--- src/rtl/mips32_prog_loader.sv ---
// Boot-time program loader for pipe_MIPS32: unpacks a framed byte stream into 32-bit
// words, writes them into CPU Mem, verifies an XOR checksum and only then releases the CPU.
module mips32_prog_loader #(
    parameter int unsigned ADDR_W    = 10,
    parameter int unsigned BASE_ADDR = 0,
    parameter int unsigned MAX_WORDS = 1024
) (
    input  logic              clk1,
    input  logic              rst_n,
    input  logic [7:0]        in_data,
    input  logic              in_valid,
    output logic              in_ready,
    input  logic              restart,
    output logic              mem_we,
    output logic [ADDR_W-1:0] mem_addr,
    output logic [31:0]       mem_wdata,
    output logic              cpu_run,
    output logic              load_done,
    output logic              load_err
);

    typedef enum logic [2:0] {
        S_IDLE, S_LEN_HI, S_LEN_LO, S_DATA, S_CSUM, S_DONE, S_ERROR
    } state_t;

    localparam logic [7:0] SYNC_BYTE = 8'hA5;

    state_t              r_state;
    state_t              w_next_state;
    logic [15:0]         r_len;
    logic [7:0]          r_csum;
    logic [23:0]         r_word;
    logic [1:0]          r_byte_idx;
    logic [15:0]         r_word_idx;
    logic                r_mem_we;
    logic [ADDR_W-1:0]   r_mem_addr;
    logic [31:0]         r_mem_wdata;

    logic                w_accept;
    logic [15:0]         w_len;
    logic                w_last_word;

    assign w_accept    = in_valid && in_ready;
    assign w_len       = {r_len[15:8], in_data};
    assign w_last_word = (r_word_idx == (r_len - 16'd1));

    // NOTE: every signal gets a default before the case so no path can infer a latch.
    always_comb begin
        w_next_state = r_state;
        case (r_state)
            S_IDLE:   if (w_accept && in_data == SYNC_BYTE) w_next_state = S_LEN_HI;
            S_LEN_HI: if (w_accept) w_next_state = S_LEN_LO;
            S_LEN_LO: begin
                if (w_accept) begin
                    if ({16'd0, w_len} > MAX_WORDS) w_next_state = S_ERROR;
                    else if (w_len == 16'd0)       w_next_state = S_CSUM;
                    else                           w_next_state = S_DATA;
                end
            end
            S_DATA:   if (w_accept && r_byte_idx == 2'd3 && w_last_word) w_next_state = S_CSUM;
            S_CSUM:   if (w_accept) w_next_state = (in_data == r_csum) ? S_DONE : S_ERROR;
            S_DONE,
            S_ERROR:  if (restart) w_next_state = S_IDLE;
            default:  w_next_state = S_IDLE;
        endcase
    end

    // NOTE: sequential state uses non-blocking assignments so all registers update together.
    always_ff @(posedge clk1 or negedge rst_n) begin
        if (!rst_n) r_state <= S_IDLE;
        else        r_state <= w_next_state;
    end

    always_ff @(posedge clk1 or negedge rst_n) begin
        if (!rst_n) begin
            r_len       <= '0;
            r_csum      <= '0;
            r_word      <= '0;
            r_byte_idx  <= '0;
            r_word_idx  <= '0;
            r_mem_we    <= 1'b0;
            r_mem_addr  <= '0;
            r_mem_wdata <= '0;
        end else begin
            r_mem_we <= 1'b0;
            if (w_accept) begin
                case (r_state)
                    S_LEN_HI: begin
                        r_len[15:8] <= in_data;
                        r_csum      <= in_data;
                    end
                    S_LEN_LO: begin
                        r_len[7:0] <= in_data;
                        r_csum     <= r_csum ^ in_data;
                        r_byte_idx <= '0;
                        r_word_idx <= '0;
                    end
                    S_DATA: begin
                        r_csum     <= r_csum ^ in_data;
                        r_word     <= {r_word[15:0], in_data};
                        r_byte_idx <= r_byte_idx + 2'd1;
                        if (r_byte_idx == 2'd3) begin
                            // Completed word: one-cycle strobe, address follows word index.
                            r_mem_we    <= 1'b1;
                            r_mem_addr  <= ADDR_W'(BASE_ADDR) + r_word_idx[ADDR_W-1:0];
                            r_mem_wdata <= {r_word, in_data};
                            if (!w_last_word) r_word_idx <= r_word_idx + 16'd1;
                        end
                    end
                    default: ;
                endcase
            end
        end
    end

    assign in_ready  = (r_state != S_DONE) && (r_state != S_ERROR);
    assign load_done = (r_state == S_DONE);
    assign cpu_run   = (r_state == S_DONE);
    assign load_err  = (r_state == S_ERROR);
    assign mem_we    = r_mem_we;
    assign mem_addr  = r_mem_addr;
    assign mem_wdata = r_mem_wdata;

endmodule
--- config.mk ---
export PLATFORM = sky130hd
export DESIGN_NAME = mips32_prog_loader
export DESIGN_NICKNAME = d
export VERILOG_FILES = /design/src/rtl/mips32_prog_loader.sv
export SDC_FILE = /design/constraint.sdc
export NUM_CORES = 1
export LEC_CHECK = 0
export ABC_AREA = 1
export CORE_UTILIZATION = 59
export CTS_BUF_LIST = sky130_fd_sc_hd__clkbuf_8
export CTS_CLUSTER_DIAMETER = 120
export DETAILED_ROUTE_END_ITERATION = 8
export PLACE_DENSITY_LB_ADDON = 0.12
export SYNTH_ARGS = -nofsm -noshare
export SYNTH_HDL_FRONTEND = slang
export SYNTH_SLANG_ARGS = --single-unit
--- constraint.sdc ---
create_clock -name clk1 -period 2.6 [get_ports clk1]
set_clock_uncertainty 0.1 [all_clocks]
set_input_delay 0.52 -clock clk1 [delete_from_list [all_inputs] [get_ports clk1]]
set_output_delay 0.52 -clock clk1 [all_outputs]
set_load 0.01 [all_outputs]
==> results.py <==
metrics = {
    "status": {
        "status": "completed",
    },
    "detailed_routing": {
        "drt.antenna.violating_nets": 0,
        "drt-vias-per-instance": 5.28,
        "drcViolationCount": 0,
        "finalWirelength_um": 13400,
        "drtIter0Drc": 302,
        "drt-pass1-iter-count": 5,
        "detail_route.wl_per_cell_um": 14.2,
        "vias": 4961,
    },
    "setup_path": {
        "crit_type": "reg -> out",
        "r2r-end": "r_word_idx[4]$_DFFE_PN0P_",
        "critPathMaxFanout": 4,
        "rr_worst_depth": 13,
        "cp_common_cell": "inv_1",
        "reg2reg_from": "r_len[0]$_DFFE_PN0P_",
        "crit_path_start_kind": "flop",
        "crit_path_max_incr_delay_ps": 480,
        "worstPathRequired_ps": 1980,
        "path_delay_family": "buffers and inverters",
        "critPathArrivalTime_ps": 1810,
        "worstPathCellList": "inv_1 > nand2_1 > a21oi_2 > inv_1 > clkdlybuf4s50_1",
        "crit_path_top_delay_cell": "clkdlybuf4s50_1",
        "crit_buf_inv": 3,
        "r2r_slack_ps": 210,
        "cp-end-kind": "output pin",
    },
    "sta": {
        "slew_viol_final": 0,
        "setup_viol": 0,
        "min_period_ps": 2430,
        "clock.fmax_ghz": 0.412,
        "layout_setup_ws_ps": 175,
        "hold_viol": 0,
        "rsz0062_at_grt": "no",
        "setup_tns_ps": 0,
        "fin_crit_sh_pct": 93.3,
        "tightest_slew_ps": 564,
        "relSlewSlack_pct": 62.1,
    },
    "global_routing": {
        "grt_max_degree": 84,
        "antenna_found_initial": 0,
        "track_usage_pct": 28.2,
        "overflow": 0,
        "grt_pass1_vias": 4722,
        "grt_pass1_wl_um": 22500,
    },
    "placement": {
        "dpl_worst_slack_ps": 138,
        "dp_hpwl_um": 10100,
        "routabilityCongestion": 0.958,
        "dpl.cell_count": 924,
        "numPortBuffers": 58,
    },
    "logic_synthesis": {
        "syn-num-nets": 768,
        "syn-cell-area_um2": 5920,
        "synth.avg_cell_area_um2": 7.86,
        "synth_warnings": 0,
        "synth_flop_cell": "dfrtp_1",
        "synth_cells": 753,
        "ys_ff_latch": 112,
        "synthArstFlopShare_pct": 100,
        "yosysUniqueCellTypes": 37,
        "synth_edf_count": 0,
        "ys_seq_area_share_pct": 47.4,
    },
    "pwr": {
        "clock_power_share_pct": 16.4,
        "p_int_mw": 3.91,
        "seqPwrFrac_pct": 41.4,
        "powerDensity_nw_per_um2": 970,
        "power_mw": 6.63,
        "combPwrFrac_pct": 42.1,
        "switching_share_pct": 41.1,
        "ir_worst_vdd_mv": 0.606,
        "switchingPower_mw": 2.72,
        "p_leak_nw": 3.22,
    },
    "die": {
        "die_h_um": 102,
        "die_area_um2": 10400,
        "initial_core_util_pct": 60.8,
        "io_pins": 59,
        "die_w_um": 102,
        "core_area_um2": 9730,
        "row_count": 36,
    },
    "cells_and_area": {
        "layout.nets": 817,
        "postLayoutCoreUtil_pct": 70.2,
        "drive_above_1_share_pct": 10.2,
        "diodes": 0,
        "layout-area-overhead-vs-synth_pct": 15.5,
        "finalNonFillerCells": 940,
        "nFillCells": 847,
    },
    "clock_network": {
        "root_buffer": "clkbuf_8",
        "cts_tree": "done",
        "clock_latency_ps": 380,
        "cts-buffers-inserted": 9,
        "clock_tree.buffer_depth": 2,
        "clkSlewWorstSetupHoldPaths_ps": 110,
        "hold_buffers": 0,
        "htreeDepth": 3,
        "clkSinkCount": 112,
    },
    "min_path": {
        "hold_class": "in -> async",
    },
    "job": {
        "drv_cap": 0,
    },
}
## placed cells by master (no fill, tap or decap), types with 2 or more instances in the layout
cell type,count
a21oi_1,12
buf_12,2
buf_4,10
clkbuf_8,9
clkdlybuf4s50_1,57
clkinv_8,2
dfrtp_1,112
ha_1,2
inv_1,76
inv_2,12
inv_6,2
nand2_1,198
nand2_2,17
nand2_4,3
nand3_1,48
nand3_2,2
nand3b_1,3
nand4_1,10
nor2_1,62
nor2_2,10
nor2_4,4
nor3_1,6
nor4_1,6
o211ai_1,3
o21a_1,6
o21ai_0,57
o21ai_1,29
xnor2_1,18
xor2_1,16
## flip-flops by register name (all words and copies together), names as in the netlist
| name | flops |
|---|---|
| r_len | 16 |
| r_word | 24 |
| mem_we | 1 |
| r_word_idx | 16 |
| r_csum | 8 |
| r_state | 3 |
| r_byte_idx | 2 |
| mem_addr | 10 |
| mem_wdata | 32 |
## per-layer routing
metal	GRT usage, %	wire length, um	vias to the layer above
met1	39.2	6170	2285
met3	4.65	661	30
met5	0	0	-
li1	-	-	2494
met2	44.3	6220	152
met4	11.2	315	0
## per-stage QoR
| step | instance area, um2 | hold WS [ps] |
|---|---|---|
| final | 6830 | 12.2 |
| after detailed placement | 6610 | 369 |
| after CTS | 6830 | 18.0 |
| after global routing | 6830 | 39.1 |
| after global placement | 6610 | 363 |
| after floorplan | 5920 | 124 |
## synthesized netlist by cell type (2+ instances only)
cell / count / area share, %
nand2_2: 17 / 1.8
ha_1: 3 / 0.63
o211ai_1: 3 / 0.38
o21a_1: 6 / 0.76
nor2_1: 62 / 3.9
dfrtp_1: 112 / 47
nand2_1: 198 / 13
inv_2: 12 / 0.76
nand3_1: 48 / 4.1
buf_4: 2 / 0.25
inv_1: 75 / 4.8
nor2_2: 10 / 1.1
nand4_1: 10 / 1.1
clkbuf_1: 13 / 0.82
nand3b_1: 3 / 0.38
nor3_1: 6 / 0.51
o21ai_1: 29 / 2.5
nor2_4: 4 / 0.76
xnor2_1: 18 / 2.7
buf_6: 2 / 0.38
nand2_4: 3 / 0.57
a21oi_1: 13 / 1.1
buf_2: 13 / 1.1
o21ai_0: 57 / 4.8
nand3_2: 2 / 0.34
nor4_1: 6 / 0.63
xor2_1: 16 / 2.4
## power groups by stage
stage | logic, mW | registers, mW | clock network [mW]
6_report | 2.79 | 2.75 | 1.09
5_1_grt | 3.17 | 2.82 | 1.19
4_1_cts | 2.79 | 2.74 | 1.12
3_5_place_dp | 2.78 | 2.78 | 0
3_3_place_gp | 2.68 | 2.76 | 0
2_1_floorplan | 1.91 | 2.73 | 0
## cell type report
cell class,count,area (um2),area share (%)
sequential,112,2800,41.0
multi-input combinational,522,2630,38.5
timing repair buffer,69,686,10.0
inverter,88,330,4.83
tap,133,166,2.44
clock buffer,9,124,1.81
clock inverter,7,92.6,1.35
## cell families after synthesis
family,after synthesis,share of synthesized area [%]
flip-flops,112,47.4
buffers and inverters,119,8.23
AO/OA/AOI/OAI,110,9.81
XOR/XNOR,34,5.03
AND/OR/NAND/NOR,375,28.9
adder cells (fa/ha/maj),3,0.635
## what timing repair did
| item | CTS | global route |
|---|---|---|
| buffers inserted | 0 | 0 |
| endpoints found under the setup margin | 0 | 7 |
| resized for setup | 0 | 2 |
## worst max-delay path by stage
stage	slack, ps	to	start	depth (start not counted)
2_1_floorplan	490	r_word_idx[11]$_DFFE_PN0P_	r_len[0]$_DFFE_PN0P_	16
3_3_place_gp	210	r_state[2]$_DFFE_PN0P_	in_data[4]	11
3_5_place_dp	140	r_word_idx[4]$_DFFE_PN0P_	r_len[0]$_DFFE_PN0P_	13
4_1_cts	120	r_word_idx[4]$_DFFE_PN0P_	r_len[0]$_DFFE_PN0P_	13
5_1_grt	50	in_ready	r_state[0]$_DFFE_PN0P_	5
6_report	170	in_ready	r_state[0]$_DFFE_PN0P_	5
(Power assumes the default switching activity.)
